## config.mk

```make
export PLATFORM = sky130hd
export DESIGN_NAME = flex_stp_deser_flat
export DESIGN_NICKNAME = d
export VERILOG_FILES = /design/src/rtl/flex_stp_deser_if.sv /design/src/rtl/flex_stp_deser.sv /design/src/flat_wrapper.sv
export SDC_FILE = /design/constraint.sdc
export NUM_CORES = 1
export LEC_CHECK = 0
export BUFFER_PORTS_ARGS = -buffer_cell sky130_fd_sc_hd__buf_2
export CAP_MARGIN = 10
export CORE_MARGIN = 4
export CORE_UTILIZATION = 45
export DETAILED_ROUTE_END_ITERATION = 8
export PLACE_DENSITY = 0.79
export SYNTH_ARGS = -nofsm -noshare
export SYNTH_HDL_FRONTEND = slang
export SYNTH_SLANG_ARGS = --single-unit
```

## constraint.sdc

```tcl
create_clock -name clk -period 1.35 [get_ports clk]
set_input_delay 0.135 -clock clk [delete_from_list [all_inputs] [get_ports clk]]
set_output_delay 0.135 -clock clk [all_outputs]
set_load 0.02 [all_outputs]
```

## src/rtl/flex_stp_deser_if.sv

```systemverilog
// Bit-stream inputs and word-handshake outputs of flex_stp_deser.
// The master side drives the bit stream and consumes words; the slave side is the deserializer.
interface flex_stp_deser_if #(
    parameter int unsigned NUM_BITS = 8,
    parameter int unsigned CW       = $clog2(NUM_BITS)
);
    logic                shift_enable;
    logic                serial_in;
    logic                msb_first;
    logic                clear;
    logic                data_ready;
    logic [NUM_BITS-1:0] parallel_out;
    logic [NUM_BITS-1:0] data_out;
    logic                data_valid;
    logic                overrun;
    logic [CW-1:0]       bit_count;

    modport master (
        output shift_enable, serial_in, msb_first, clear, data_ready,
        input  parallel_out, data_out, data_valid, overrun, bit_count
    );

    modport slave (
        input  shift_enable, serial_in, msb_first, clear, data_ready,
        output parallel_out, data_out, data_valid, overrun, bit_count
    );
endinterface

```

## src/rtl/flex_stp_deser.sv

```systemverilog
// Serial-to-parallel deserializer with selectable shift direction, word framing,
// a holding register with valid/ready handshake and a sticky overrun flag.
module flex_stp_deser #(
    parameter int unsigned NUM_BITS = 8,
    parameter int unsigned CW       = $clog2(NUM_BITS)
) (
    input logic              clk,
    input logic              rst,
    flex_stp_deser_if.slave  bus
);

    logic [NUM_BITS-1:0] sr_q, sr_d;
    logic [NUM_BITS-1:0] dout_q, dout_d;
    logic [CW-1:0]       cnt_q, cnt_d;
    logic                valid_q, valid_d;
    logic                ovr_q, ovr_d;
    logic                last_bit;
    logic                complete;
    logic                accept;

    assign last_bit = (cnt_q == CW'(NUM_BITS - 1));
    assign complete = bus.shift_enable && !bus.clear && last_bit;
    assign accept   = valid_q && bus.data_ready;

    always_comb begin
        sr_d  = sr_q;
        cnt_d = cnt_q;
        if (bus.clear) begin
            sr_d  = '1;
            cnt_d = '0;
        end else if (bus.shift_enable) begin
            sr_d  = bus.msb_first ? {sr_q[NUM_BITS-2:0], bus.serial_in}
                                  : {bus.serial_in, sr_q[NUM_BITS-1:1]};
            cnt_d = last_bit ? '0 : cnt_q + CW'(1);
        end
    end

    // Completion outranks acceptance: a new word landing on an accept edge stays valid.
    always_comb begin
        dout_d  = dout_q;
        valid_d = valid_q;
        ovr_d   = ovr_q;
        if (bus.clear) begin
            valid_d = 1'b0;
            ovr_d   = 1'b0;
        end else if (complete) begin
            dout_d  = sr_d;
            valid_d = 1'b1;
            if (valid_q && !bus.data_ready) begin
                ovr_d = 1'b1;
            end
        end else if (accept) begin
            valid_d = 1'b0;
        end
    end

    always_ff @(posedge clk or posedge rst) begin
        if (rst) begin
            sr_q    <= '1;
            dout_q  <= '0;
            cnt_q   <= '0;
            valid_q <= 1'b0;
            ovr_q   <= 1'b0;
        end else begin
            sr_q    <= sr_d;
            dout_q  <= dout_d;
            cnt_q   <= cnt_d;
            valid_q <= valid_d;
            ovr_q   <= ovr_d;
        end
    end

    assign bus.parallel_out = sr_q;
    assign bus.data_out     = dout_q;
    assign bus.data_valid   = valid_q;
    assign bus.overrun      = ovr_q;
    assign bus.bit_count    = cnt_q;

endmodule

```

## src/flat_wrapper.sv

```systemverilog
// flat-port wrapper written by rule: the top's interface ports become plain ports
module flex_stp_deser_flat 
#(
    parameter int unsigned NUM_BITS = 8,
    parameter int unsigned CW       = $clog2(NUM_BITS)
)
  (clk, rst, bus_shift_enable, bus_serial_in, bus_msb_first, bus_clear, bus_data_ready, bus_parallel_out, bus_data_out, bus_data_valid, bus_overrun, bus_bit_count);
  flex_stp_deser_if #(.NUM_BITS(NUM_BITS), .CW(CW)) bus_i ();
  input logic clk;
  input logic rst;
  input wire logic [$bits(bus_i.shift_enable)-1:0] bus_shift_enable;
  input wire logic [$bits(bus_i.serial_in)-1:0] bus_serial_in;
  input wire logic [$bits(bus_i.msb_first)-1:0] bus_msb_first;
  input wire logic [$bits(bus_i.clear)-1:0] bus_clear;
  input wire logic [$bits(bus_i.data_ready)-1:0] bus_data_ready;
  output wire logic [$bits(bus_i.parallel_out)-1:0] bus_parallel_out;
  output wire logic [$bits(bus_i.data_out)-1:0] bus_data_out;
  output wire logic [$bits(bus_i.data_valid)-1:0] bus_data_valid;
  output wire logic [$bits(bus_i.overrun)-1:0] bus_overrun;
  output wire logic [$bits(bus_i.bit_count)-1:0] bus_bit_count;
  assign bus_i.shift_enable = bus_shift_enable;
  assign bus_i.serial_in = bus_serial_in;
  assign bus_i.msb_first = bus_msb_first;
  assign bus_i.clear = bus_clear;
  assign bus_i.data_ready = bus_data_ready;
  assign bus_parallel_out = bus_i.parallel_out;
  assign bus_data_out = bus_i.data_out;
  assign bus_data_valid = bus_i.data_valid;
  assign bus_overrun = bus_i.overrun;
  assign bus_bit_count = bus_i.bit_count;
  flex_stp_deser #(.NUM_BITS(NUM_BITS), .CW(CW)) u_core (.clk(clk), .rst(rst), .bus(bus_i));
endmodule
```

### Yosys cells after proc, flatten, opt, wreduce, memory -nomap -nowiden

Index checks and enable logic that the tools add are counted.

* bits in registers: 21
* latch bits: 0
* bits in writable memories: 0
* ROM bits: 0
* output and inout bits: 21
* logic and storage cells: 32
* memories kept: 0

* $add $sub $neg: 1
* multiply operators: 0
* div/mod/pow operators: 0
* $lt $le $gt $ge: 0
* eq/ne operators: 1
* shifts and indexed selects: 0
* multiplexer cells: 12
* bitwise gates (word level): 1
* reductions and logical operators: 12

Operators with widths (count)
* 8-bit two-way mux: 3
* 3-bit two-way mux: 3
* 1-bit two-way mux: 6
* 2-bit nonzero test: 3
* 1-bit logical AND: 4
* 2-bit AND reduction: 2
* 3-bit by 1-bit adder with 3-bit output (second input constant): 1
* 3-bit == test (second input constant): 1
* 3-bit nonzero test: 1
* 1-bit logical NOT: 2
* 1-bit NOT: 1

### Longest topological paths before layout

* depth in word-level cells: 5
* mapped depth: 5

### Worst setup path after synthesis

Ideal clock, no wire load.

* path kind: flip-flop to flip-flop
* start: register u_core.cnt_q[0], in the netlist u_core.bus.bit_count[0]
* end: register u_core.cnt_q[0], in the netlist u_core.bus.bit_count[0]
* arrival time: 1337 ps
* slack: -64 ps
* cell stages (with the launch flop): 5
* path buffers: 0
* cell sequence: dfrtp_1 -> ha_1 -> ha_1 -> or3b_1 -> a21oi_1

* longest elaborated chain between the ends: 4

Ends and longest elaborated chain
* start, declared: line flex_stp_deser.sv:14 `logic [CW-1:0] cnt_q, cnt_d;`
* start signal, assigned: line flex_stp_deser.sv:67 `cnt_q <= cnt_d;`
* 3-bit by 1-bit adder with 3-bit output or 3-bit == test (tied branches): line flex_stp_deser.sv:34, flex_stp_deser.sv:21
* 3-bit two-way mux *: line flex_stp_deser.sv:34 `cnt_d = last_bit ? '0 : cnt_q + CW'(1);`
* 3-bit two-way mux *: line flex_stp_deser.sv:31 `end else if (bus.shift_enable) begin`
* 3-bit two-way mux *: line flex_stp_deser.sv:28 `if (bus.clear) begin`

Every way passes the cells marked *; elsewhere a longest branch is shown, timed or not. The select of a mux whose other input is x is not followed.
A chain may end at the register's enable or synchronous reset.

### Worst setup path after layout

Ends and elaborated chain as after synthesis.

==> results.cfg <==
[synthesis]
syn_inst = 78
yosysSeqAreaShare_pct = 54.9
syn_nets = 87
netlist_area_um2 = 976
ys_seq_elements = 21
avgSynthCellArea_um2 = 12.5
synth_area_leader_cell = dfrtp_1
yosysUniqueCellTypes = 21
synth.area.top_cells = dfrtp_1 (33%), dfstp_2 (22%), mux2i_1 (18%)
ys.warnings.count = 0
yosysTopAreaCellShare_pct = 33.3

[final_layout]
layout.cells.non_filler = 136
regArea_um2 = 538
num_antenna_cells = 0
areaGrowthSynthToFinish_pct = 23.2
multiInputGateArea_um2 = 383
final_nets = 119
drive_gt1_share_pct = 46.8
final_common_cell = buf_2
final_cell_mix = buf_2 (27), mux2i_1 (18), dfrtp_1 (11)
fill_cells = 176

[detailed_routing]
viasPerCell = 4.91
wl_per_cell_um = 14.0
drtIter0Drc = 1
drc = 0
drt-pass1-iter-count = 2
antenna_left = 0
drt_wl_total_um = 1900
num_vias = 668

[global_routing]
grt_usage_pct = 15.0
grt_use_met2_pct = 26.5
globalRouteMet3Util_pct = 2.72
grt_max_degree = 22
grtUsageMet1_pct = 17.8
antenna_found_initial = 0
overflow = 0
top_usage_layer = met2
grt_pass1_vias = 731
grt_pass1_wl_um = 3170

[die]
chipHeight_um = 54.6
die_x_um = 54.6
dieArea_mm2 = 0.00298
rows = 16
pin_count = 28
floorplan.initialDensity_pct = 48.8
core_area_mm2 = 0.00200

[pwr]
sw_frac_of_total_pct = 24.0
power_leakage_uw = 0.000565
combPwrFrac_pct = 10.7
p_clk_share_pct = 27.8
p_seq_share_pct = 61.5
powerDensity_mw_per_mm2 = 878
vdd_drop_max_mv = 0.543
switching_power_uw = 253
internal-power_uw = 803

[critical_path]
critPathBufInv = 0
cp.arrival_ns = 1.56
crit_chain = ha_4 -> ha_4 -> or3b_4 -> a21oi_2
critPathLaunchType = register
critPathMaxFanout = 3
crit_type = reg -> reg
cpPeakStageDelay_ns = 0.44
rrSetupSlack_ns = 0.02
critPathTopFamily = flip-flops
crit_required_ns = 1.58
end_kind = register
cpMostUsedCell = ha_4
crit_slowest_cell = dfrtp_2

[timing]
maxSlewViolCount = 0
timing.final.crit_share_pct = 98.7
fin_tns_setup_ns = 0
period_needed_ns = 1.33
setup_viol = 0
rsz0062_at_grt = yes
tightest_slew_ns = 0.283
skew_ns = 0.00325
hold_viol_final = 0
fmax_mhz = 750
relSlewSlack_pct = 81.2

[place]
dp_hpwl_um = 1440
place_congestion = 0.740
post-place-cells = 130
numPortBuffers = 27

[clocking]
numCtsBuffers = 3
cts_max_path_buffers = 2
cts_tree = yes
path_clk_slew_ns = 0.12
cts.sinks = 21
clockRootBuffer = clkbuf_4
clk_latency_ns = 0.29
h-tree-depth = 1

[job]
maxCapViolCount = 0

[run_status]
status = finished clean

[min_path]
worstHoldPathType = in -> reg
==> flip-flops by register name, summed over array words and instances (netlist names) <==
| signal | flops |
|---|---|
| u_core.bus.overrun | 1 |
| u_core.bus.parallel_out | 8 |
| u_core.bus.bit_count | 3 |
| u_core.bus.data_out | 8 |
| u_core.bus.data_valid | 1 |
==> logic make-up (layout without fill, tap and decap cells) <==
| group | count (synthesis) | in the layout | synth area share, % |
|---|---|---|---|
| muxes | 18 | 18 | 18.5 |
| and+or+nand+nor | 10 | 10 | 6.41 |
| buffers and inverters | 16 | 47 | 9.23 |
| adders and majority gates | 2 | 2 | 2.56 |
| AOI/OAI and AO/OA | 11 | 11 | 8.46 |
| DFF | 21 | 21 | 54.9 |
==> cell usage after synthesis <==
library cell  number
mux2i_1           18
dfrtp_1           13
inv_1             10
dfstp_2            8
a2bb2oi_1          7
a21oi_1            2
buf_2              2
buf_6              2
ha_1               2
nand2b_1           2
nor2_1             2
and3b_1            1
buf_8              1
clkbuf_2           1
nand3b_1           1
nor2b_1            1
nor3_1             1
o21ai_0            1
o22ai_1            1
or2_1              1
or3b_1             1
==> path summary, 6_finish.rpt <==
| path | from | endpoint | depth (start not counted) |
|---|---|---|---|
| max | u_core.bus.bit_count[0]$_DFFE_PP0P_ | u_core.bus.bit_count[0]$_DFFE_PP0P_ | 4 |
| min | bus_clear | u_core.bus.bit_count[0]$_DFFE_PP0P_ | 2 |
| max reg2reg | u_core.bus.bit_count[0]$_DFFE_PP0P_ | u_core.bus.bit_count[0]$_DFFE_PP0P_ | 4 |
| min reg2reg | u_core.bus.parallel_out[7]$_DFF_PP1_ | u_core.bus.parallel_out[7]$_DFF_PP1_ | 1 |
| max in group asynchronous | rst | u_core.bus.parallel_out[0]$_DFF_PP1_ | 4 |
| min in group asynchronous | rst | u_core.bus.bit_count[2]$_DFFE_PP0P_ | 4 |
==> layout make-up <==
cell class / instances / area share [%]
multi-input cells: 41 / 31.8
clock buffers: 3 / 1.87
inverters: 10 / 3.12
flip-flops and latches: 21 / 44.7
well taps: 27 / 2.81
clock inverters: 1 / 0.416
repair buffers: 33 / 15.2
==> metrics by stage <==
| stage | setup WS (ns) | utilization [%] | hold WS, ns | instance area (um2) | total power [uW] |
|---|---|---|---|---|---|
| after floorplan | 0.00664 | - | 0.105 | 1000 | 737 |
| after detailed placement | -0.0819 | 57.4 | 0.179 | 1150 | 771 |
| after global placement | -0.0413 | 57.4 | 0.171 | 1150 | 765 |
| after global routing | -0.0508 | 60.1 | 0.0859 | 1200 | 1110 |
| final | 0.0175 | 60.1 | 0.0813 | 1200 | 1060 |
| after CTS | 0.00701 | 59.4 | 0.0893 | 1190 | 1070 |
==> per-layer routing <==
| layer | routed length [um] | up-vias |
|---|---|---|
| met5 | 0 | - |
| met4 | 10 | 0 |
| met3 | 114 | 2 |
| met2 | 945 | 19 |
| met1 | 830 | 321 |
| li1 | - | 326 |
==> repair_timing <==
action	in CTS	in global routing
hold endpoints to repair	13	0
gates resized for setup	1	2
hold buffers	1	0
setup buffers	0	1
endpoints found under the setup margin	9	8
pin swaps	1	3
==> power by group through the flow <==
stage	combinational, uW	sequential [uW]	clock [uW]
after floorplan	65.2	672	0
after global routing	127	651	330
after detailed placement	110	661	0
after CTS	112	650	310
final	113	650	294
after global placement	105	660	0
(Power assumes the default switching activity.)
